## src/rtl/ex_commit_wb_pkg.sv

```systemverilog
// rtl/ex_commit_wb_pkg.sv - shared types and constants for the commit/writeback stage
package raisin64_commit_pkg;

    localparam logic [5:0] REG_ZERO = 6'd0;

    typedef struct packed {
        logic [63:0] out;
        logic [63:0] out2;
        logic [5:0]  rd_rn;
        logic [5:0]  rd2_rn;
    } commit_entry_t;

    typedef enum logic {
        PH_RD,
        PH_RD2
    } drain_phase_t;

endpackage

```

## src/rtl/ex_commit_wb_if.sv

```systemverilog
// rtl/ex_commit_wb_if.sv - execute-result and register-file write port bundle
interface ex_commit_wb_if;

    logic        in_valid;
    logic [63:0] in_out;
    logic [63:0] in_out2;
    logic [5:0]  in_rd_rn;
    logic [5:0]  in_rd2_rn;
    logic        stall;
    logic        rf_we;
    logic [5:0]  rf_wa;
    logic [63:0] rf_wd;
    logic        rf_ready;
    logic        retire;

    modport master (
        output in_valid, in_out, in_out2, in_rd_rn, in_rd2_rn, rf_ready,
        input  stall, rf_we, rf_wa, rf_wd, retire
    );

    modport slave (
        input  in_valid, in_out, in_out2, in_rd_rn, in_rd2_rn, rf_ready,
        output stall, rf_we, rf_wa, rf_wd, retire
    );

endinterface

```

## src/rtl/ex_commit_wb_fifo.sv

```systemverilog
// rtl/ex_commit_wb_fifo.sv - result FIFO; only pointers and count are reset
module commit_fifo
    import raisin64_commit_pkg::*;
#(
    parameter int DEPTH = 4,
    localparam int AW   = $clog2(DEPTH)
) (
    input  logic          clk,
    input  logic          rst,
    input  logic          push,
    input  commit_entry_t push_data,
    input  logic          pop,
    output commit_entry_t head,
    output logic [AW:0]   count
);

    commit_entry_t     mem [DEPTH];
    logic [AW-1:0]     wr_ptr;
    logic [AW-1:0]     rd_ptr;

    always_ff @(posedge clk) begin
        if (push) begin
            mem[wr_ptr] <= push_data;
        end
    end

    always_ff @(posedge clk or posedge rst) begin
        if (rst) begin
            wr_ptr <= '0;
            rd_ptr <= '0;
            count  <= '0;
        end else begin
            if (push) begin
                wr_ptr <= wr_ptr + AW'(1);
            end
            if (pop) begin
                rd_ptr <= rd_ptr + AW'(1);
            end
            case ({push, pop})
                2'b10:   count <= count + (AW+1)'(1);
                2'b01:   count <= count - (AW+1)'(1);
                default: count <= count;
            endcase
        end
    end

    assign head = mem[rd_ptr];

`ifndef SYNTHESIS
    always_ff @(posedge clk) begin
        if (!rst && push && count == (AW+1)'(DEPTH)) begin
            $error("commit_fifo: push while full, FIFO state undefined");
        end
    end
`endif

endmodule

```

## src/rtl/ex_commit_wb.sv

```systemverilog
// rtl/ex_commit_wb.sv - buffers execute results and drains them onto one register-file write port
module ex_commit_wb
    import raisin64_commit_pkg::*;
#(
    parameter int DEPTH = 4
) (
    input  logic           clk,
    input  logic           rst,
    ex_commit_wb_if.slave  bus
);

    localparam int AW = $clog2(DEPTH);

    commit_entry_t push_data;
    commit_entry_t head;
    logic [AW:0]   count;
    logic          pop;
    drain_phase_t  phase_q;
    drain_phase_t  phase_d;
    drain_phase_t  phase_eff;
    logic          we;
    logic [5:0]    wa;
    logic [63:0]   wd;
    logic          retire;

    assign push_data = '{out:    bus.in_out,
                         out2:   bus.in_out2,
                         rd_rn:  bus.in_rd_rn,
                         rd2_rn: bus.in_rd2_rn};

    commit_fifo #(.DEPTH(DEPTH)) u_fifo (
        .clk       (clk),
        .rst       (rst),
        .push      (bus.in_valid),
        .push_data (push_data),
        .pop       (pop),
        .head      (head),
        .count     (count)
    );

    // One slot stays free for the result the execute stage already has in flight.
    assign bus.stall = (count >= (AW+1)'(DEPTH - 1));

    always_ff @(posedge clk or posedge rst) begin
        if (rst) begin
            phase_q <= PH_RD;
        end else begin
            phase_q <= phase_d;
        end
    end

    always_comb begin
        pop       = 1'b0;
        retire    = 1'b0;
        we        = 1'b0;
        wa        = REG_ZERO;
        wd        = '0;
        phase_d   = phase_q;
        phase_eff = phase_q;
        if (count != '0) begin
            // An entry with no primary destination skips straight to its secondary write.
            if (phase_q == PH_RD && head.rd_rn == REG_ZERO && head.rd2_rn != REG_ZERO) begin
                phase_eff = PH_RD2;
            end
            case (phase_eff)
                PH_RD: begin
                    if (head.rd_rn != REG_ZERO) begin
                        we = 1'b1;
                        wa = head.rd_rn;
                        wd = head.out;
                        if (bus.rf_ready) begin
                            if (head.rd2_rn != REG_ZERO) begin
                                phase_d = PH_RD2;
                            end else begin
                                pop    = 1'b1;
                                retire = 1'b1;
                            end
                        end
                    end else begin
                        pop    = 1'b1;
                        retire = 1'b1;
                    end
                end
                PH_RD2: begin
                    we = 1'b1;
                    wa = head.rd2_rn;
                    wd = head.out2;
                    if (bus.rf_ready) begin
                        pop     = 1'b1;
                        retire  = 1'b1;
                        phase_d = PH_RD;
                    end else begin
                        phase_d = PH_RD2;
                    end
                end
                default: phase_d = PH_RD;
            endcase
        end else begin
            phase_d = PH_RD;
        end
    end

    assign bus.rf_we  = we;
    assign bus.rf_wa  = wa;
    assign bus.rf_wd  = wd;
    assign bus.retire = retire;

endmodule

```

## src/flat_wrapper.sv

```systemverilog
// flat-port wrapper written by rule: the top's interface ports become plain ports
module ex_commit_wb_flat import raisin64_commit_pkg::*;
#(
    parameter int DEPTH = 4
)
  (clk, rst, bus_in_valid, bus_in_out, bus_in_out2, bus_in_rd_rn, bus_in_rd2_rn, bus_rf_ready, bus_stall, bus_rf_we, bus_rf_wa, bus_rf_wd, bus_retire);
  ex_commit_wb_if bus_i ();
  input  logic clk;
  input  logic rst;
  input wire logic [$bits(bus_i.in_valid)-1:0] bus_in_valid;
  input wire logic [$bits(bus_i.in_out)-1:0] bus_in_out;
  input wire logic [$bits(bus_i.in_out2)-1:0] bus_in_out2;
  input wire logic [$bits(bus_i.in_rd_rn)-1:0] bus_in_rd_rn;
  input wire logic [$bits(bus_i.in_rd2_rn)-1:0] bus_in_rd2_rn;
  input wire logic [$bits(bus_i.rf_ready)-1:0] bus_rf_ready;
  output wire logic [$bits(bus_i.stall)-1:0] bus_stall;
  output wire logic [$bits(bus_i.rf_we)-1:0] bus_rf_we;
  output wire logic [$bits(bus_i.rf_wa)-1:0] bus_rf_wa;
  output wire logic [$bits(bus_i.rf_wd)-1:0] bus_rf_wd;
  output wire logic [$bits(bus_i.retire)-1:0] bus_retire;
  assign bus_i.in_valid = bus_in_valid;
  assign bus_i.in_out = bus_in_out;
  assign bus_i.in_out2 = bus_in_out2;
  assign bus_i.in_rd_rn = bus_in_rd_rn;
  assign bus_i.in_rd2_rn = bus_in_rd2_rn;
  assign bus_i.rf_ready = bus_rf_ready;
  assign bus_stall = bus_i.stall;
  assign bus_rf_we = bus_i.rf_we;
  assign bus_rf_wa = bus_i.rf_wa;
  assign bus_rf_wd = bus_i.rf_wd;
  assign bus_retire = bus_i.retire;
  ex_commit_wb #(.DEPTH(DEPTH)) u_core (.clk(clk), .rst(rst), .bus(bus_i));
endmodule
```

## config.mk

```make
export PLATFORM = sky130hd
export DESIGN_NAME = ex_commit_wb_flat
export DESIGN_NICKNAME = d
export VERILOG_FILES = /design/src/rtl/ex_commit_wb_pkg.sv /design/src/rtl/ex_commit_wb_if.sv /design/src/rtl/ex_commit_wb_fifo.sv /design/src/rtl/ex_commit_wb.sv /design/src/flat_wrapper.sv
export SDC_FILE = /design/constraint.sdc
export NUM_CORES = 1
export LEC_CHECK = 0
export BUFFER_PORTS_ARGS = -buffer_cell sky130_fd_sc_hd__buf_2
export CORE_MARGIN = 2
export CORE_UTILIZATION = 61
export CTS_BUF_LIST = sky130_fd_sc_hd__clkbuf_8
export DETAILED_ROUTE_END_ITERATION = 12
export PLACE_DENSITY = 0.89
export REMOVE_ABC_BUFFERS = 1
export SYNTH_ARGS = -nofsm -noshare
export SYNTH_HDL_FRONTEND = slang
export SYNTH_HIERARCHICAL = 1
export SYNTH_SLANG_ARGS = --single-unit
```

## constraint.sdc

```tcl
create_clock -name clk -period 4.95 [get_ports clk]
set_input_delay 0.495 -clock clk [delete_from_list [all_inputs] [get_ports clk]]
set_output_delay 0.495 -clock clk [all_outputs]
set_load 0.005 [all_outputs]
```

==> run_results.csv <==
group,metric,value,unit
critical_path,path_cells,"mux4_2, or4_4, nor2_4, or2_4, buf_4, o22ai_2, buf_2",
clock_network,cts.clk_slew.worst_paths,0.07,ns
logic_synthesis,synth_flop_cell,"edfxtp_1",
route,wl_per_cell,23.95,um
logic_synthesis,avgSynthCellArea,21.73,um2
clock_network,htreeDepth,3,
logic_synthesis,synth_common_cells,"560 x edfxtp_1, 140 x mux4_2, 136 x nand2_1",
timing,skew,0.02149,ns
placement,gp_congestion,0.7644,
logic_synthesis,mappedNetlistArea,0.02233,mm2
logic_synthesis,synth_area_leaders,"edfxtp_1 75%, mux4_2 14%, o22ai_2 3.3%, nand2_1 2.3%, dfrtp_1 0.90%",
pwr,power.total,15.50,mW
timing,relSlewSlack,25.23,%
logic_synthesis,muxShareOfSynthArea,14.25,%
timing,setup_viol,0,
logic_synthesis,yosys.area_share.xor_xnor,0.2353,%
critical_path,cp_slowest_cell,"dfrtp_4",
critical_path,r2r_setup_slack,1.18,ns
logic_synthesis,syn-instance-count,1028,
critical_path,cp.required,4.45,ns
clock_network,cts_tree,"done",
critical_path,worstSetupStartpointType,"flip-flop",
clock_network,root_buffer,"clkbuf_8",
logic_synthesis,synthMostInstantiatedCell,"edfxtp_1",
die,die_x,195.3,um
logic_synthesis,synthSimpleGateAreaFrac,2.874,%
route,drt_wl_total,44.10,mm
timing,min_period_over_period,88.68,%
final_layout,final_util,69.93,%
logic_synthesis,async_reset_ff_share,1.408,%
pwr,max-vdd-ir-drop,437.6,uV
critical_path,r2r-end,"u_core/u_fifo/count[2]",
placement,dp_slack,1.150,ns
final_layout,area_growth,13.81,%
clock_network,cts_buffers,88,
die,fp.dieH,195.3,um
job,max_cap_viol_count,0,
placement,port_buffers,216,
outcome,status,"completed",
final_layout,final_area,0.02542,mm2
global_route,antenna_found_initial,13,
logic_synthesis,yosysUniqueCellTypes,36,
die,io_pins,217,
logic_synthesis,synth_top_family_by_area,"multiplexers",
worst_hold_path,hold-path-endpoint,"u_core/u_fifo/mem[1][1]",
worst_hold_path,hold_depth,1,
critical_path,worstRegToRegCells,11,
clock_network,post-cts-setup-buffers,0,
die,core_area,0.03635,mm2
route,drc_errors,0,
critical_path,crit_type,"flip-flop to primary output",
pwr,leakagePower,8.963,nW
logic_synthesis,synth-edff-count,560,
clock_network,clock_latency,0.63,ns
global_route,grt.overflow.total,0,
clock_network,clock_sinks,568,
critical_path,r2r-start,"u_core/u_fifo/rd_ptr[0]",
timing,setup_slack,0.5604,ns
logic_synthesis,synth_seq_cells,568,
route,drtIter0Drc,1022,
timing,hold_viol,0,
critical_path,endpoint_kind,"primary output",
logic_synthesis,synth_top_area_share,75.29,%
worst_hold_path,hp-start,"bus_in_rd2_rn[1]",
global_route,track_usage,23.51,%
die,initial_core_util,61.45,%
critical_path,critical_path_arrival,3.89,ns
logic_synthesis,yosys_warnings,6,
critical_path,max_stage_delay,0.77,ns
timing,rsz0062_at_grt,"false",
timing,max_freq,227.8,MHz
placement,post_dp_cell_area,0.02377,mm2
global_route,grt_start_max_net_pins,87,
route,dr.pass1.iters,5,
final_layout,drive_above_1_share,40.56,%
logic_synthesis,netlist.top_cell.by_area,"edfxtp_1",
final_layout,nets,1442,
logic_synthesis,synth_compound_area_share,3.860,%
critical_path,crit_fanout,36,
logic_synthesis,synthAdderAreaFrac,0.3697,%
global_route,first_global_vias,11480,
clock_network,cts.path.max_buffers,3,
worst_hold_path,min_path_type,"input pin to flip-flop",
die,num_rows,70,
timing,fin_crit,4.390,ns
placement,dp_hpwl,25.56,mm
pwr,power.density,609.7,mW/mm2
die,die_area,0.03816,mm2
route,via_count,11090,
timing,report.final.slew_viol_count,0,
route,antenna_left,0,
route,avgViaCountPerCell,6.023,
global_route,grt_pass1_wl,66.55,mm
timing,tightest_slew,1.122,ns
logic_synthesis,seq_area_frac_synth,76.19,%
==> per-stage QoR <==
step                      cells  hold WS [ns]  setup TNS, ns
final                      1841       0.07449              0
after global routing       1834       0.03446              0
after CTS                  1829       0.02933              0
after detailed placement   1669        0.3499              0
after global placement     1669        0.3454              0
after floorplan             966        0.2237        -342.11
==> registers in the layout, summed over array words and instances (netlist names) <==
signal and count:
u_core/u_fifo/mem 560, u_core/u_fifo/count 3, u_core/u_fifo/rd_ptr 2, u_core/u_fifo/wr_ptr 2, u_core/phase_q 1
==> cell usage in the layout (no fill, tap or decap), types with 4 or more instances in the layout <==
cell	netlist	final
clkinv_1	0	23
a21oi_1	4	4
diode_2	0	12
mux4_2	140	140
ha_1	5	5
nand2_1	136	136
inv_1	8	39
buf_2	21	216
buf_12	6	5
edfxtp_1	560	560
and2_4	0	4
xor2_1	4	4
o22ai_2	59	59
dfrtp_1	8	6
o22ai_1	5	5
nor2_1	4	4
o21ai_0	5	5
buf_4	1	14
clkbuf_8	0	91
clkinv_2	0	8
==> repair_timing <==
item | CTS | global route
endpoints found under the setup margin | 0 | 0
hold buffers | 1 | 0
resized for setup | 0 | 0
endpoints found under the hold margin | 8 | 0
==> critical path, delay by kind of cell, from the launching register on <==
family	cells	cell delay, ns
AO/OA/AOI/OAI	1	0.13
multiplexers	1	0.39
AND/OR/NAND/NOR	3	1.33
flip-flops	1	0.77
buffers and inverters	2	0.56
==> cells by family (layout without fill, tap and decap cells) <==
family          after synthesis  count (layout)
flops                       568             568
simple gates                157             157
mux                         143             143
compound gates               78              78
buf+inv                      70             403
fa+ha+maj                     6               6
xor+xnor                      6               6
other cells                   0              12
==> layout make-up <==
cell class                 count  area, um2
clock inverter                68      355.3
timing repair buffer         236       1296
multi-input combinational    390       4845
fill                        2154      10930
inverter                       8      30.03
tap                          468      585.6
sequential                   568      17020
antenna                       12      30.03
clock buffer                  91       1252
==> layer usage <==
layer  vias up  wire length (um)  share of wire (%)  track usage (%)
met5         -                90               0.20                0
met4        14               923                2.1            8.793
met3        76              3054                6.9            5.475
met2       428             21970                 50            36.73
met1      5774             18060                 41            33.16
li1       4797                 -                  -                -
==> where the power goes <==
part	internal [mW]	switching (mW)
sequential	6.30	0.300
clock	1.86	1.71
combinational	2.41	2.92
==> how the worst max path moves through the flow <==
| stage | cells past startpoint | slack, ns | start | end |
|---|---|---|---|---|
| after CTS | 7 | 0.53 | u_core/u_fifo/rd_ptr[1] | bus_rf_wd[24] |
| final | 7 | 0.56 | u_core/u_fifo/rd_ptr[1] | bus_rf_wd[43] |
| after global routing | 7 | 0.41 | u_core/u_fifo/rd_ptr[1] | bus_rf_wd[24] |
| after floorplan | 5 | -4.88 | u_core/u_fifo/rd_ptr[0] | bus_rf_wa[4] |
| after detailed placement | 11 | 1.15 | u_core/u_fifo/rd_ptr[0] | u_core/u_fifo/count[2] |
| after global placement | 11 | 1.26 | u_core/u_fifo/rd_ptr[0] | u_core/u_fifo/count[2] |
No activity file was read; power rests on OpenSTA's default activity.
